--- src/rtl/wb_initiator_pkg.sv ---
// Shared types and constants for the Wishbone classic-cycle initiator.
// Optional feature macro: WB_TIMEOUT_EN (per-beat timeout, see wb_initiator).
package wb_initiator_pkg;

    // Initiator FSM encoding; also exported on the dbg_state port.
    typedef enum logic [1:0] {
        ST_IDLE = 2'd0,
        ST_REQ  = 2'd1,
        ST_RSP  = 2'd2
    } state_t;

    // Byte distance between consecutive beats of a burst (32-bit bus).
    localparam logic [31:0] WB_ADR_STRIDE = 32'd4;

    // Read data reported on a beat that ended by timeout.
    localparam logic [31:0] TIMEOUT_DATA = 32'hDEAD_BEEF;

    // Word-align a byte address: the two low bits never reach the bus.
    function automatic logic [31:0] align_adr(input logic [31:0] adr);
        return {adr[31:2], 2'b00};
    endfunction

    // Address of the following beat; wraps modulo 2**32.
    function automatic logic [31:0] next_adr(input logic [31:0] adr);
        return adr + WB_ADR_STRIDE;
    endfunction

endpackage

--- src/rtl/wb_initiator_timer.sv ---
// Per-beat timeout counter for wb_initiator.
// Counts enabled cycles since the last clear; o_expired is high on the
// CYCLES-th enabled cycle, so the owner can act on that same clock edge.
// Only instantiated when WB_TIMEOUT_EN is defined.
module wb_initiator_timer #(
    parameter int CYCLES = 255
) (
    input  logic clk,
    input  logic reset,
    input  logic i_clr,
    input  logic i_en,
    output logic o_expired
);

    localparam int CNT_W = (CYCLES < 2) ? 1 : $clog2(CYCLES + 1);

    logic [CNT_W-1:0] r_cnt;
    logic             w_hit;

    assign w_hit     = (r_cnt == CNT_W'(CYCLES - 1));
    assign o_expired = i_en && w_hit;

    // Count enabled cycles, holding at the terminal value until cleared.
    always_ff @(posedge clk) begin
        if (reset || i_clr) begin
            r_cnt <= '0;
        end else if (i_en && !w_hit) begin
            r_cnt <= r_cnt + CNT_W'(1);
        end
    end

endmodule

--- src/rtl/wb_initiator.sv ---
// Wishbone classic-cycle initiator: one command (valid/ready) becomes one
// WB cycle of 1..2**LEN_W-1 beats, with one response per beat (valid/ready).
// Optional feature macro: WB_TIMEOUT_EN enables a per-beat timeout of
// TIMEOUT_CYCLES clocks; without it a beat waits for ack/err forever.
//
// Handshakes: a transfer happens on a rising clk edge where valid and ready
// are both high; the producer holds payload stable while valid is high and
// ready is low, and valid never depends combinationally on ready.
//
// Beat sequencing: cyc rises one clock after the command is accepted and
// stays high for the whole burst. stb is high only while a beat is waiting
// for ack/err (REQ). Once a beat terminates, stb drops and the response is
// held (RSP) until consumed, so a stalled response never overlaps a strobe.
// An error (or timeout) ends the burst after that beat's response.
module wb_initiator
    import wb_initiator_pkg::*;
#(
    parameter int LEN_W          = 4,
    parameter int TIMEOUT_CYCLES = 255
) (
    input  logic             clk,
    input  logic             reset,
    // command port
    input  logic             cmd_valid,
    output logic             cmd_ready,
    input  logic             cmd_we,
    input  logic [3:0]       cmd_sel,
    input  logic [31:0]      cmd_adr,
    input  logic [31:0]      cmd_dat,
    input  logic [LEN_W-1:0] cmd_len,
    // response port
    output logic             rsp_valid,
    input  logic             rsp_ready,
    output logic [31:0]      rsp_dat,
    output logic             rsp_err,
    output logic             rsp_last,
    // Wishbone initiator port
    output logic             wbm_cyc_o,
    output logic             wbm_stb_o,
    output logic             wbm_we_o,
    output logic [3:0]       wbm_sel_o,
    output logic [31:0]      wbm_adr_o,
    output logic [31:0]      wbm_dat_o,
    input  logic [31:0]      wbm_dat_i,
    input  logic             wbm_ack_i,
    input  logic             wbm_err_i,
    // FSM observation
    output logic [1:0]       dbg_state
);

    state_t             r_state;
    logic               r_cmd_ready;
    logic               r_rsp_valid;
    logic [31:0]        r_rsp_dat;
    logic               r_rsp_err;
    logic               r_rsp_last;
    logic               r_cyc;
    logic               r_stb;
    logic               r_we;
    logic [3:0]         r_sel;
    logic [31:0]        r_adr;
    logic [31:0]        r_dat;
    logic [LEN_W-1:0]   r_beats_left;

    logic               w_accept;
    logic               w_term;
    logic               w_timeout;
    logic               w_final_beat;

    assign w_accept     = cmd_valid && r_cmd_ready;
    assign w_term       = wbm_ack_i || wbm_err_i;
    assign w_final_beat = (r_beats_left == LEN_W'(1));

`ifdef WB_TIMEOUT_EN
    logic w_timer_en;
    logic w_timer_clr;

    // The counter runs only while a beat is outstanding and restarts from
    // zero every time REQ is entered.
    assign w_timer_en  = (r_state == ST_REQ);
    assign w_timer_clr = !w_timer_en;

    wb_initiator_timer #(
        .CYCLES (TIMEOUT_CYCLES)
    ) u_timer (
        .clk       (clk),
        .reset     (reset),
        .i_clr     (w_timer_clr),
        .i_en      (w_timer_en),
        .o_expired (w_timeout)
    );
`else
    assign w_timeout = 1'b0;
`endif

    // Initiator FSM: command accept, beat issue, response hold and burst stepping.
    always_ff @(posedge clk) begin
        if (reset) begin
            r_state      <= ST_IDLE;
            r_cmd_ready  <= 1'b0;
            r_rsp_valid  <= 1'b0;
            r_rsp_dat    <= '0;
            r_rsp_err    <= 1'b0;
            r_rsp_last   <= 1'b0;
            r_cyc        <= 1'b0;
            r_stb        <= 1'b0;
            r_we         <= 1'b0;
            r_sel        <= '0;
            r_adr        <= '0;
            r_dat        <= '0;
            r_beats_left <= '0;
        end else begin
            case (r_state)
                ST_IDLE: begin
                    r_cmd_ready <= 1'b1;
                    if (w_accept) begin
                        r_cmd_ready  <= 1'b0;
                        r_cyc        <= 1'b1;
                        r_stb        <= 1'b1;
                        r_we         <= cmd_we;
                        r_sel        <= cmd_sel;
                        r_adr        <= align_adr(cmd_adr);
                        r_dat        <= cmd_dat;
                        // A zero length still performs one beat.
                        r_beats_left <= (cmd_len == '0) ? LEN_W'(1) : cmd_len;
                        r_state      <= ST_REQ;
                    end
                end

                ST_REQ: begin
                    if (w_term) begin
                        // err takes priority when the slave raises both.
                        r_stb       <= 1'b0;
                        r_rsp_valid <= 1'b1;
                        r_rsp_dat   <= r_we ? 32'd0 : wbm_dat_i;
                        r_rsp_err   <= wbm_err_i;
                        r_rsp_last  <= wbm_err_i || w_final_beat;
                        r_state     <= ST_RSP;
                    end else if (w_timeout) begin
                        // Give up on the slave: close the cycle now and
                        // report a terminal error beat.
                        r_stb       <= 1'b0;
                        r_cyc       <= 1'b0;
                        r_rsp_valid <= 1'b1;
                        r_rsp_dat   <= TIMEOUT_DATA;
                        r_rsp_err   <= 1'b1;
                        r_rsp_last  <= 1'b1;
                        r_state     <= ST_RSP;
                    end
                end

                ST_RSP: begin
                    if (rsp_ready) begin
                        r_rsp_valid <= 1'b0;
                        if (r_rsp_last) begin
                            // Burst done (or aborted): cyc drops here, so a
                            // new cycle can start no earlier than one idle clock.
                            r_cyc       <= 1'b0;
                            r_cmd_ready <= 1'b1;
                            r_state     <= ST_IDLE;
                        end else begin
                            r_adr        <= next_adr(r_adr);
                            r_beats_left <= r_beats_left - LEN_W'(1);
                            r_stb        <= 1'b1;
                            r_state      <= ST_REQ;
                        end
                    end
                end

                default: begin
                    r_state <= ST_IDLE;
                end
            endcase
        end
    end

    assign cmd_ready = r_cmd_ready;
    assign rsp_valid = r_rsp_valid;
    assign rsp_dat   = r_rsp_dat;
    assign rsp_err   = r_rsp_err;
    assign rsp_last  = r_rsp_last;
    assign wbm_cyc_o = r_cyc;
    assign wbm_stb_o = r_stb;
    assign wbm_we_o  = r_we;
    assign wbm_sel_o = r_sel;
    assign wbm_adr_o = r_adr;
    assign wbm_dat_o = r_dat;
    assign dbg_state = r_state;

endmodule

--- config.mk ---
export PLATFORM = sky130hd
export DESIGN_NAME = wb_initiator
export DESIGN_NICKNAME = d
export VERILOG_FILES = /design/src/rtl/wb_initiator_pkg.sv /design/src/rtl/wb_initiator_timer.sv /design/src/rtl/wb_initiator.sv
export SDC_FILE = /design/constraint.sdc
export NUM_CORES = 1
export LEC_CHECK = 0
export ABC_AREA = 1
export ABC_CLOCK_PERIOD_IN_PS = 1700
export CAP_MARGIN = 15
export CORE_MARGIN = 3
export CORE_UTILIZATION = 40
export DETAILED_ROUTE_END_ITERATION = 6
export PLACE_DENSITY_LB_ADDON = 0.15
export SLEW_MARGIN = 5
export SYNTH_ARGS = -nofsm -noshare
export SYNTH_HDL_FRONTEND = slang
export SYNTH_SLANG_ARGS = --single-unit
--- constraint.sdc ---
create_clock -name clk -period 1.7 [get_ports clk]
set_input_delay 0.17 -clock clk [delete_from_list [all_inputs] [get_ports clk]]
set_output_delay 0.17 -clock clk [all_outputs]
set_load 0.03 [all_outputs]
; ---- Word level (Yosys, flattened, before mapping)
; Cells that the tools add are included.
[word_totals]
register_bits = 113
inputBits = 111
output_inout_bits = 109
word_cells = 69
[op_classes]
addsub = 2
n_eq_ne = 8
muxes = 30
n_reduce_logical = 16
[op_table]
columns = op, count
row1 = $mux 32, 4
row2 = $pmux 32 s2, 1
row3 = $add 32x3->32 const B, 1
row4 = $mux 4, 4
row5 = $mux 1, 12
row6 = $ne 2x2->1 const B, 5
row7 = $reduce_and 3->1, 3
row8 = $pmux 4 s2, 1
row9 = $reduce_and 4->1, 2
row10 = $mux 2, 3
row11 = $pmux 1 s2, 3
row12 = $pmux 2 s3, 1
row13 = $reduce_and 5->1, 1
row14 = $eq 4x1->1 const B, 1
row15 = $logic_not 4->1, 1
row16 = $reduce_and 2->1, 2
row17 = $reduce_bool 2->1, 2
row18 = $sub 4x1->4 const B, 1
row19 = $pmux 1 s3, 1
row20 = $reduce_bool 3->1, 1
row21 = $eq 2x1->1 const B, 1
row22 = $eq 2x2->1 const B, 1
row23 = $logic_not 2->1, 1
row24 = $logic_or 1x1->1, 2
row25 = $logic_and 1x1->1, 1

; ---- Depth between registers and ports, before layout
[logic_depth]
ltp_word = 4
depth_mapped = 11
mapped_depth_nobuf = 11

; ---- Worst setup path before layout
; No wires, ideal clock.
[synth_path]
path_type = reg-to-reg
start = register r_adr[3] (netlist: wbm_adr_o[3])
end = register r_adr[26] (netlist: wbm_adr_o[26])
setup_time_ns = 0.132
arrival_time_ns = 1.568
required_time_ns = 1.568
path_slack_ns = 0.000
path_stages_with_launch = 11
period_less_slack_ns = 1.700
cell_sequence = dfxtp_1 ha_1 nand2_1 nor2_2 nand2_1 nor2_2 nand2_1 nand2_1 nand3_1 nand2_1 a21oi_1
[synth_between]
elab_chain_cells = 4
[synth_lines]
columns = item, line
row1 = from (decl), wb_initiator.sv:61  ; logic [31:0] r_adr;
row2 = from (signal assigned), wb_initiator.sv:122  ; r_adr <= align_adr(cmd_adr);
row3 = from (signal assigned), wb_initiator.sv:162  ; r_adr <= next_adr(r_adr);
row4 = $add 32x3->32, wb_initiator_pkg.sv:25  ; return adr + WB_ADR_STRIDE;
row5 = $mux 32, wb_initiator.sv:155  ; if (r_rsp_last) begin
row6 = $mux 32, wb_initiator.sv:153  ; if (rsp_ready) begin
row7 = $pmux 32 s2, wb_initiator.sv:113  ; case (r_state)
; Every way passes these cells. The select of a mux whose other input is x is not followed.
; A chain may end at the register's enable or synchronous reset.

; ---- Worst setup path in the final report
[layout_path]
start = register r_adr[3] (netlist: wbm_adr_o[3])
end = output port wbm_adr_o[3]
[layout_rtl]
columns = item, line
row1 = to (decl), wb_initiator.sv:42  ; output logic [31:0] wbm_adr_o,
; No word-level cell between the ends.

==> flow_metrics.env <==
export IMPL_detail_route_drc_violations=0
export IMPL_crit_buf_inv=2
export IMPL_critPathTopFamily="buffers and inverters"
export IMPL_synthesis_instances=777
export IMPL_drive_above_1_share_pct=7.73
export IMPL_min_from="reset"
export IMPL_non_filler_instances=1164
export IMPL_tritoncts_num_buffers=9
export IMPL_final_area_um2=7980
export IMPL_worstSkewPairLatency_ns=0.36
export IMPL_synthTopCellsByArea="dfxtp_1 (43%), nand2_1 (14%), nor2_1 (11%)"
export IMPL_power_frac_clock_pct=23.7
export IMPL_max_clock_path_buffers=2
export IMPL_hold_class="in2reg"
export IMPL_path_type_of_the_worst_setup_path="reg2out"
export IMPL_worstReg2RegEnd="wbm_adr_o[21]$_SDFFE_PP0P_"
export IMPL_initial_antenna_violation_count=0
export IMPL_placed_cells=1148
export IMPL_starting_density_of_the_core_pct=42.0
export IMPL_chip_width_um=120
export IMPL_clkTransAtPathRegs_ns=0.07
export IMPL_yosys_warnings=0
export IMPL_peakVddDrop_uv=777
export IMPL_cellLeakagePower_nw=3.21
export IMPL_dp_hpwl_mm=11.6
export IMPL_final_core_utilization_pct=64.5
export IMPL_finalNetCount=1105
export IMPL_drt_pass1_iter_count=4
export IMPL_antenna_cells=0
export IMPL_final_max_slew_viol_count=0
export IMPL_ioPinCount=220
export IMPL_combPwrFrac_pct=38.0
export IMPL_critical_path_max_stage_delay_ns=0.68
export IMPL_grt_first_pass_wirelength_mm=25.8
export IMPL_period_needed_ns=1.66
export IMPL_remaining_number_of_nets_flagged_by_the_antenna_check_after_routing=0
export IMPL_path_cells="buf_4 -> clkdlybuf4s50_1"
export IMPL_worst_setup_path_end_kind="output pin"
export IMPL_dr_total_vias=5609
export IMPL_dp_worst_setup_slack_ns=0.0400
export IMPL_clock_skew_ns=0.00726
export IMPL_worstSetupStartpointType="register"
export IMPL_hold_depth=3
export IMPL_power_switching_share_pct=37.7
export IMPL_tns_ns=0
export IMPL_layout_cells_most_common_list="nand2_1 (193), clkdlybuf4s50_1 (191), nor2_1 (145)"
export IMPL_r2r_cells=9
export IMPL_syn_area_um2=5190
export IMPL_r2r_slack_ns=0.11
export IMPL_area_delta_synth_final_pct=53.6
export IMPL_cts_root_buffer_cell="clkbuf_16"
export IMPL_final_cycle_share_pct=97.9
export IMPL_die_y_um=120
export IMPL_max_cap_violations=0
export IMPL_max_clock_freq_mhz=601
export IMPL_placedInstanceArea_um2=7630
export IMPL_seq_power_share_pct=38.3
export IMPL_finalSetupViolCount=0
export IMPL_multiInputGateArea_um2=2620
export IMPL_track_usage_pct=22.0
export IMPL_min_delay_worst_endpoint="wbm_adr_o[18]$_SDFFE_PP0P_"
export IMPL_number_of_failing_hold_endpoints_at_the_final_stage=0
export IMPL_io_buffers=215
export IMPL_avgSynthCellArea_um2=6.68
export IMPL_first_global_vias=5312
export IMPL_synth_lib_cells_used_distinct=34
export IMPL_globalRoute_totalOverflow=0
export IMPL_cts_htree_levels=3
export IMPL_viasPerCell=4.82
export IMPL_synth_largest_area_cell="dfxtp_1"
export IMPL_cp_arrival_ns=1.49
export IMPL_cp_slowest_cell="clkdlybuf4s50_1"
export IMPL_power_per_cell_area_nw_per_um2=1090
export IMPL_cts_tree="built"
export IMPL_core_region_area_um2=12400
export IMPL_internal_power_mw=5.40
export IMPL_clock_sinks=111
export IMPL_post_synth_top_area_fraction_pct=42.8
export IMPL_wl_per_cell_um=13.9
export IMPL_area_sequential_um2=2230
export IMPL_ys_seq_area_share_pct=42.8
export IMPL_r2r_start="wbm_adr_o[16]$_SDFFE_PP0P_"
export IMPL_cp_data_required_time_ns=1.53
export IMPL_detailedRoute_firstIterationViolations=367
export IMPL_floorplan_rows=40
export IMPL_place_congestion=0.829
export IMPL_postSynthRegisterBits=111
export IMPL_status="finished, final reports clean"
export IMPL_design_power_total_mw=8.67
export IMPL_route_final_wire_length_mm=16.1
export IMPL_switching_power_mw=3.26
export IMPL_layout_commonest_cell="nand2_1"
export IMPL_cts_setup_buffers=0
export IMPL_worst_path_max_fanout=3
export IMPL_timing_hold_ws_ns=0.339
export IMPL_num_fill_cells=1156
export IMPL_largest_net_degree_at_the_start_of_global_routing=45
export IMPL_layout_setup_ws_ns=0.0356
export IMPL_fp_dieArea_um2=14400
## repair_timing
action | in CTS | in global routing
endpoints found under the setup margin | 8 | 30
pin swaps | 0 | 3
hold buffers | 0 | 0
resized for setup | 8 | 31
## sequential cells by signal, indices dropped and copies added (netlist names), 2 cells and up
signal        count
dbg_state         2
wbm_adr_o        30
rsp_dat          32
r_beats_left      4
wbm_dat_o        32
wbm_sel_o         4
## power by group through the flow
stage	clock network (mW)	logic, mW	registers (mW)
after global placement	0	3.31	3.36
after global routing	2.24	3.57	3.37
after floorplan	0	1.24	4.06
final	2.05	3.29	3.32
after detailed placement	0	3.33	3.37
after CTS	2.13	3.32	3.31
## layout make-up
type | instances | area share (%)
multi-input cells | 582 | 32.8
clock inverters | 6 | 0.659
clock buffers | 10 | 2.87
flip-flops and latches | 111 | 28.0
inverters | 41 | 1.93
repair buffers | 246 | 31.1
well taps | 168 | 2.63
## logic make-up after synthesis
logic type / share of synthesized area (%)
AO/OA/AOI/OAI: 15.2
XOR/XNOR: 0.506
adder cells (fa/ha/maj): 0.723
buffers and inverters: 7.54
flip-flops: 42.8
other: 0.0722
AND/OR/NAND/NOR: 33.2
## Yosys cell counts
master    count
nand2_1     194
nor2_1      150
dfxtp_1     111
a21oi_1      71
nand3_1      62
o21ai_0      59
inv_1        37
clkbuf_1     24
o21ai_1       8
a31oi_1       7
buf_2         7
buf_4         7
nor2_2        6
buf_6         5
inv_2         4
and2_1        3
ha_1          3
o31ai_1       2
xnor2_1       2
a211oi_1      1
a211oi_2      1
a22o_1        1
buf_1         1
conb_1        1
nand2_2       1
nand3_2       1
nand4_1       1
nor2_4        1
nor3_1        1
nor3_4        1
nor4_1        1
o21ai_2       1
or2_2         1
xor2_1        1
## worst reg2reg max path, stage by stage, from the launching register on
cell	delay, ns
dfxtp_1	0.43
nand2_1	0.12
nor2_1	0.22
nand2_1	0.15
nor2_4	0.19
nand2_1	0.09
nand2_1	0.06
nand3_1	0.08
nand2_1	0.07
a21oi_1	0.05
## per-layer routing
layer,routed length (um),vias to the layer above,share of wire [%],track usage (%)
met5,0,-,0,0
met2,7810,173,48,37.3
met3,1400,29,8.7,9.19
li1,-,2925,-,-
met1,6610,2482,41,25.3
met4,306,0,1.9,6.66
## worst max-delay path by stage
stage                                     startpoint                    endpoint  slack, ns  cells past startpoint
after CTS                 wbm_adr_o[12]$_SDFFE_PP0P_               wbm_adr_o[12]      0.004                      2
final                      wbm_adr_o[3]$_SDFFE_PP0P_                wbm_adr_o[3]       0.04                      2
after detailed placement                   cmd_valid  wbm_adr_o[12]$_SDFFE_PP0P_       0.04                      8
after floorplan            wbm_adr_o[2]$_SDFFE_PP0P_  wbm_adr_o[26]$_SDFFE_PP0P_      0.006                     10
after global placement                     cmd_valid  wbm_adr_o[10]$_SDFFE_PP0P_       0.08                      8
after global routing       wbm_adr_o[9]$_SDFFE_PP0P_  wbm_adr_o[31]$_SDFFE_PP0P_     -0.002                      9
Note: power is estimated with default switching activity, not from simulation.
